===== src/rtl/instr_fetch_if.sv =====
// Fetch-unit bus: control inputs, byte-wide memory read port and decoder-side instruction handshake.
interface instr_fetch_if;
    logic        step;
    logic        pc_load;
    logic [15:0] pc_new;
    logic [15:0] mem_addr;
    logic        mem_rd;
    logic [7:0]  mem_rdata;
    logic [15:0] instr;
    logic        instr_valid;
    logic        instr_ready;
    logic [15:0] pc_out;
    logic        fault;

    modport master (
        input  step, pc_load, pc_new, mem_rdata, instr_ready,
        output mem_addr, mem_rd, instr, instr_valid, pc_out, fault
    );

    modport slave (
        output step, pc_load, pc_new, mem_rdata, instr_ready,
        input  mem_addr, mem_rd, instr, instr_valid, pc_out, fault
    );
endinterface


===== src/rtl/instr_fetch.sv =====
// Instruction fetch unit: assembles 16-bit little-endian instructions from a byte-wide memory
// using a Moore FSM, with redirect, backpressure and a sticky odd-address fault.
module instr_fetch #(
    parameter logic [15:0] RESET_PC = 16'h0000
) (
    input logic            clk,
    input logic            rst_n,
    instr_fetch_if.master  bus
);

    typedef enum logic [2:0] {StIdle, StLo, StHi, StWait, StValid} state_e;

    state_e      state_q, state_d;
    logic [15:0] pc_q, pc_d;
    logic [15:0] pc_out_q, pc_out_d;
    logic [15:0] instr_q, instr_d;
    logic        fault_q, fault_d;

    always_ff @(posedge clk) begin
        if (!rst_n) begin
            state_q  <= StIdle;
            pc_q     <= RESET_PC;
            pc_out_q <= RESET_PC;
            instr_q  <= 16'h0000;
            fault_q  <= 1'b0;
        end else begin
            state_q  <= state_d;
            pc_q     <= pc_d;
            pc_out_q <= pc_out_d;
            instr_q  <= instr_d;
            fault_q  <= fault_d;
        end
    end

    // A redirect beats everything, including a handshake in the same cycle.
    always_comb begin
        state_d = state_q;
        if (bus.pc_load) begin
            state_d = StIdle;
        end else begin
            unique case (state_q)
                StIdle:  if (bus.step) state_d = StLo;
                StLo:    state_d = StHi;
                StHi:    state_d = StWait;
                StWait:  state_d = StValid;
                StValid: if (bus.instr_ready) state_d = bus.step ? StLo : StIdle;
                default: state_d = StIdle;
            endcase
        end
    end

    always_comb begin
        pc_d     = pc_q;
        pc_out_d = pc_out_q;
        instr_d  = instr_q;
        fault_d  = fault_q;
        if (bus.pc_load) begin
            pc_d    = {bus.pc_new[15:1], 1'b0};
            fault_d = fault_q | bus.pc_new[0];
        end else begin
            unique case (state_q)
                StHi:    instr_d[7:0] = bus.mem_rdata;
                StWait: begin
                    instr_d[15:8] = bus.mem_rdata;
                    pc_out_d      = pc_q;
                end
                StValid: if (bus.instr_ready) pc_d = pc_q + 16'd2;
                default: ;
            endcase
        end
    end

    always_comb begin
        bus.mem_rd      = (state_q == StLo) || (state_q == StHi);
        bus.mem_addr    = (state_q == StHi) ? pc_q + 16'd1 : pc_q;
        bus.instr_valid = (state_q == StValid);
        bus.instr       = instr_q;
        bus.pc_out      = pc_out_q;
        bus.fault       = fault_q;
    end

endmodule


===== src/flat_wrapper.sv =====
// flat-port wrapper written by rule: the top's interface ports become plain ports
module instr_fetch_flat 
#(
    parameter logic [15:0] RESET_PC = 16'h0000
)
  (clk, rst_n, bus_step, bus_pc_load, bus_pc_new, bus_mem_rdata, bus_instr_ready, bus_mem_addr, bus_mem_rd, bus_instr, bus_instr_valid, bus_pc_out, bus_fault);
  instr_fetch_if bus_i ();
  input logic clk;
  input logic rst_n;
  input wire logic [$bits(bus_i.step)-1:0] bus_step;
  input wire logic [$bits(bus_i.pc_load)-1:0] bus_pc_load;
  input wire logic [$bits(bus_i.pc_new)-1:0] bus_pc_new;
  input wire logic [$bits(bus_i.mem_rdata)-1:0] bus_mem_rdata;
  input wire logic [$bits(bus_i.instr_ready)-1:0] bus_instr_ready;
  output wire logic [$bits(bus_i.mem_addr)-1:0] bus_mem_addr;
  output wire logic [$bits(bus_i.mem_rd)-1:0] bus_mem_rd;
  output wire logic [$bits(bus_i.instr)-1:0] bus_instr;
  output wire logic [$bits(bus_i.instr_valid)-1:0] bus_instr_valid;
  output wire logic [$bits(bus_i.pc_out)-1:0] bus_pc_out;
  output wire logic [$bits(bus_i.fault)-1:0] bus_fault;
  assign bus_i.step = bus_step;
  assign bus_i.pc_load = bus_pc_load;
  assign bus_i.pc_new = bus_pc_new;
  assign bus_i.mem_rdata = bus_mem_rdata;
  assign bus_i.instr_ready = bus_instr_ready;
  assign bus_mem_addr = bus_i.mem_addr;
  assign bus_mem_rd = bus_i.mem_rd;
  assign bus_instr = bus_i.instr;
  assign bus_instr_valid = bus_i.instr_valid;
  assign bus_pc_out = bus_i.pc_out;
  assign bus_fault = bus_i.fault;
  instr_fetch #(.RESET_PC(RESET_PC)) u_core (.clk(clk), .rst_n(rst_n), .bus(bus_i));
endmodule

===== config.mk =====
export PLATFORM = sky130hd
export DESIGN_NAME = instr_fetch_flat
export DESIGN_NICKNAME = d
export VERILOG_FILES = /design/src/rtl/instr_fetch_if.sv /design/src/rtl/instr_fetch.sv /design/src/flat_wrapper.sv
export SDC_FILE = /design/constraint.sdc
export NUM_CORES = 1
export LEC_CHECK = 0
export CAP_MARGIN = 20
export CORE_MARGIN = 1
export CORE_UTILIZATION = 44
export DETAILED_ROUTE_END_ITERATION = 10
export PLACE_DENSITY = 0.79
export SETUP_SLACK_MARGIN = 0.5
export SLEW_MARGIN = 20
export SYNTH_ARGS = -nofsm -noshare
export SYNTH_HDL_FRONTEND = slang
export SYNTH_SLANG_ARGS = --single-unit

===== constraint.sdc =====
create_clock -name clk -period 2.2 [get_ports clk]
set_clock_uncertainty 0.05 [all_clocks]
set_input_delay 0.44 -clock clk [delete_from_list [all_inputs] [get_ports clk]]
set_output_delay 0.44 -clock clk [all_outputs]
set_load 0.02 [all_outputs]

### After elaboration in Yosys (flattened, before gate mapping)

Index checks and enable logic that the tools add are counted.

| storage, ports and cells | value |
|---|---|
| bits in registers | 52 |
| word-level logic and storage cells | 36 |

| cells by class | value |
|---|---|
| add/sub/neg operators | 2 |
| equal/unequal tests | 6 |
| muxes and demuxes | 8 |
| bitwise logic cells | 3 |
| reductions and logical operators | 10 |

Operators by type and width:

| cell | count |
|---|---|
| 2-to-1 mux 16 bit | 4 |
| adder 16 x 1 -> 16 bit, second input constant | 1 |
| adder 16 x 2 -> 16 bit, second input constant | 1 |
| case mux 3 bit (5 select lines) | 1 |
| AND reduction 2 bit | 5 |
| == test 3 x 2 -> 1 bit, second input constant | 2 |
| 2-to-1 mux 3 bit | 2 |
| != test 2 bit, second input constant | 2 |
| nonzero test 2 bit | 2 |
| == test 3 x 1 -> 1 bit, second input constant | 1 |
| == test 3 bit, second input constant | 1 |
| logical NOT 3 bit | 1 |
| NOT 1 bit | 2 |
| OR reduction 2 bit | 1 |
| logical OR 1 bit | 1 |
| 2-to-1 mux 1 bit | 1 |
| OR 1 bit | 1 |

### Logic depth before layout (Yosys ltp)

| depth | value |
|---|---|
| depth in word-level cells | 4 |
| gate-level depth with buffers | 6 |
| mapped depth without buffers | 5 |

### Worst setup path before layout

OpenSTA, ideal clock, no wires.

| path | value |
|---|---|
| path kind | register to register |
| start point | reg u_core.pc_q[5] |
| end point | reg u_core.pc_q[15] |
| library setup time | 0.122 ns |
| arrival time | 1.762 ns |
| setup slack | 0.266 ns |
| stages on the path, launching flop included | 5 |
| path buffers | 0 |
| period minus slack after synthesis | 1.934 ns |
| path through | dfxtp_1 -> nand4_2 -> or3_4 -> o41a_1 -> o311a_1 |

| on the way | value |
|---|---|
| word-level cells in the longest chain between the ends | 4 |

RTL lines:

| what | line | RTL |
|---|---|---|
| from (decl) | instr_fetch.sv:14 | `logic [15:0] pc_q, pc_d;` |
| from (signal assigned) | instr_fetch.sv:28 | `pc_q <= pc_d;` |
| adder 16 x 2 -> 16 bit | instr_fetch.sv:67 | `StValid: if (bus.instr_ready) pc_d = pc_q + 16'd2;` |
| 2-to-1 mux 16 bit | instr_fetch.sv:67 |  |
| 2-to-1 mux 16 bit | instr_fetch.sv:61 | `unique case (state_q)` |
| 2-to-1 mux 16 bit | instr_fetch.sv:57 | `if (bus.pc_load) begin` |

Every way passes these cells. The select of a mux whose other input is x is not followed.
A chain may end at the register's enable or synchronous reset.

### Worst setup path in the final report

| path | value |
|---|---|
| start point | reg u_core.state_q[2] |
| end point | out bus_instr_valid |

| on the way | value |
|---|---|
| word-level cells in the longest chain between the ends | 1 |

RTL lines:

| what | line | RTL |
|---|---|---|
| from (decl) | instr_fetch.sv:13 | `state_e state_q, state_d;` |
| from (signal assigned) | instr_fetch.sv:21 | `state_q <= StIdle;` |
| from (signal assigned) | instr_fetch.sv:27 | `state_q <= state_d;` |
| == test 3 bit | instr_fetch.sv:76 | `bus.instr_valid = (state_q == StValid);` |
| to (decl) | flat_wrapper.sv:18 | `output wire logic [$bits(bus_i.instr_valid)-1:0] bus_instr_valid;` |

Every way passes these cells.

==> results.sh <==
export IMPL_run_status="finished, final reports clean"
export IMPL_ir_worst_vdd_mv=0.3509
export IMPL_dp_hpwl_um=3998
export IMPL_p_per_area_nw_per_um2=542.0
export IMPL_ios=80
export IMPL_critPathArrivalTime_ns=1.27
export IMPL_htree_levels=2
export IMPL_grt_max_degree=28
export IMPL_worstPathMaxFanout=8
export IMPL_placedInstanceArea_um2=3107
export IMPL_antenna_found_initial=0
export IMPL_crit_type="reg2out"
export IMPL_yosysSeqAreaShare_pct=45.95
export IMPL_postRouteAntennaNets=0
export IMPL_die_area_um2=5236
export IMPL_cp_depth=2
export IMPL_gp_congestion=0.7850
export IMPL_numCtsBuffers=5
export IMPL_grt_pass1_wl_um=9232
export IMPL_path_cells="nor3b_2, dlygate4sd2_1"
export IMPL_required_ns=1.71
export IMPL_num_nets_final=382
export IMPL_initial_core_util_pct=45.82
export IMPL_drv_slew=0
export IMPL_die_w_um=72.36
export IMPL_synth_ff_latch_count=50
export IMPL_grt_pass1_vias=1960
export IMPL_end_kind="output pin"
export IMPL_synth_cells=262
export IMPL_gr_usage_all_layers_pct=22.71
export IMPL_cts_hold_repair_buffers=0
export IMPL_overflow=0
export IMPL_io_buffers=78
export IMPL_worst_path_buf_inv=1
export IMPL_cts_root_buf="clkbuf_8"
export IMPL_setup_ws_ns=0.4448
export IMPL_r2r_cells=4
export IMPL_ys_warn_count=0
export IMPL_cp_start_kind="flop"
export IMPL_leakage_uw=0.001338
export IMPL_min_path_cells=2
export IMPL_r2r_slack_ns=0.53
export IMPL_place_ws_ns=0.04773
export IMPL_rows=25
export IMPL_cts_buffer_depth=2
export IMPL_synth_nets=292
export IMPL_fin_tns_setup_ns=0
export IMPL_timing_final_crit_period_ns=1.755
export IMPL_n_antenna_cell=0
export IMPL_cap_violations=0
export IMPL_min_period_over_period_pct=79.78
export IMPL_fin_area_um2=3227
export IMPL_drt_pass1_iter_count=5
export IMPL_synthToLayoutAreaGrowth_pct=48.13
export IMPL_clk_pin_slew_ns=0.09
export IMPL_hold_viol_final=0
export IMPL_cts_sinks=50
export IMPL_drtIter0Drc=111
export IMPL_viasPerCell=5.114
export IMPL_path_delay_family="flip-flops"
export IMPL_num_vias=2148
export IMPL_synthDistinctLibCells=41
export IMPL_hold_ws_ns=0.4005
export IMPL_setup_violations=0
export IMPL_drive_above_1_share_pct=15.30
export IMPL_fp_dieH_um=72.36
export IMPL_wire_per_inst_um=13.72
export IMPL_avgSynthCellArea_um2=8.314
export IMPL_wl_um=5764
export IMPL_slowest_delay_ns=0.39
export IMPL_rsz0062_at_grt="yes"
export IMPL_drc_errors=0
export IMPL_hold_class="reg2reg"
export IMPL_netlist_area_um2=2178
export IMPL_final_util_pct=67.87
export IMPL_slowest_stage="dfxtp_2"
export IMPL_core_area_um2=4755
export IMPL_cts_tree="built"
export IMPL_worstSkewPairLatency_ns=0.31
export IMPL_max_freq_mhz=569.7
-- synth_stat cells, drive strengths merged --
master / n / share of area, %
and2: 2 / 0.57
o41a: 1 / 0.52
a31oi: 1 / 0.29
nor4: 7 / 2.0
nand3b: 1 / 0.34
nand3: 6 / 1.4
o311a: 1 / 0.46
and3: 1 / 0.29
a2111oi: 1 / 0.40
a21boi: 31 / 11
or3: 2 / 0.80
nor3b: 1 / 0.34
and4bb: 1 / 0.57
or4: 1 / 0.34
mux2i: 2 / 0.92
o31ai: 1 / 0.34
clkbuf: 15 / 2.6
a21oi: 12 / 2.8
nor4b: 2 / 0.80
ha: 1 / 0.57
nor2: 5 / 0.86
nand4bb: 1 / 0.52
xnor2: 10 / 4.0
nand2b: 5 / 1.4
nor2b: 1 / 0.29
inv: 5 / 0.86
nor3: 3 / 0.69
buf: 2 / 0.52
dfxtp: 50 / 46
xor2: 2 / 0.80
o21ai: 13 / 3.0
nand4: 3 / 1.4
a32oi: 1 / 0.40
conb: 1 / 0.17
nand2: 70 / 12
-- worst min-delay path, stage by stage, from the launching register on --
cell,delay (ns)
dfxtp_1,0.31
nand2_1,0.05
a21boi_1,0.05
-- through the flow --
stage | cells | total power (uW)
after detailed placement | 403 | 1213
final | 420 | 1749
after global placement | 403 | 1210
after global routing | 420 | 1816
after CTS | 417 | 1751
after floorplan | 262 | 1083
-- power breakdown --
part | internal [uW] | switching (uW) | total [uW]
Clock | 253 | 308 | 561
Sequential | 927 | 32.6 | 959
Combinational | 119 | 109 | 229
-- state kept, by name, indices dropped and copies added (netlist names) --
signal / cells
u_core.bus.instr: 16
u_core.bus.pc_out: 15
u_core.pc_q: 15
u_core.state_q: 3
u_core.bus.fault: 1
-- layer usage --
metal | GRT usage (%) | vias up | wire length, um
li1 | - | 1073 | -
met1 | 29.20 | 985 | 2536
met2 | 36.86 | 82 | 2791
met3 | 5.278 | 8 | 353
met4 | 8.932 | 0 | 82
met5 | 0 | - | 0
-- kinds of logic after synthesis --
kind of cell | Yosys count | synth area share [%]
AND/OR/NAND/NOR | 112 | 24.76
AO/OA/AOI/OAI | 62 | 18.84
flip-flops | 50 | 45.95
buffers and inverters | 22 | 3.963
XOR/XNOR | 12 | 4.825
multiplexers | 2 | 0.9190
adder cells (fa/ha/maj) | 1 | 0.5743
other | 1 | 0.1721
-- path summary, 6_finish.rpt --
path,start,end
setup reg to reg,u_core.pc_q[9]$_SDFFE_PN0P_,u_core.pc_q[15]$_SDFFE_PN0P_
setup / recovery,u_core.state_q[2]$_SDFFE_PP0P_,bus_instr_valid
hold / removal,u_core.bus.pc_out[10]$_SDFFE_PN0P_,u_core.bus.pc_out[10]$_SDFFE_PN0P_
hold reg to reg,u_core.bus.pc_out[10]$_SDFFE_PN0P_,u_core.bus.pc_out[10]$_SDFFE_PN0P_
-- area by class of cell --
cell class | instances | area (um^2)
sequential | 50 | 1035
inverter | 5 | 18.77
fill | 417 | 1528
clock inverter | 2 | 12.51
timing repair buffer | 100 | 874.6
tap | 67 | 83.83
clock buffer | 6 | 82.58
multi-input combinational | 190 | 1120
-- placed cells by master (no fill, tap or decap), types with 7 or more instances in the layout --
cell	count
nand2_1	70
buf_4	22
o21ai_0	11
dlygate4sd2_1	49
nor4_1	7
dfxtp_4	7
clkdlybuf4s50_1	27
dfxtp_1	37
a21oi_1	12
xnor2_1	9
a21boi_1	30
-- timing repair --
item                       in CTS  in global routing
pin swaps                       3                  4
resized for setup              61                  7
setup endpoints to repair      55                  5
buffers inserted                6                  3
Power figures use the tool's default switching activity.
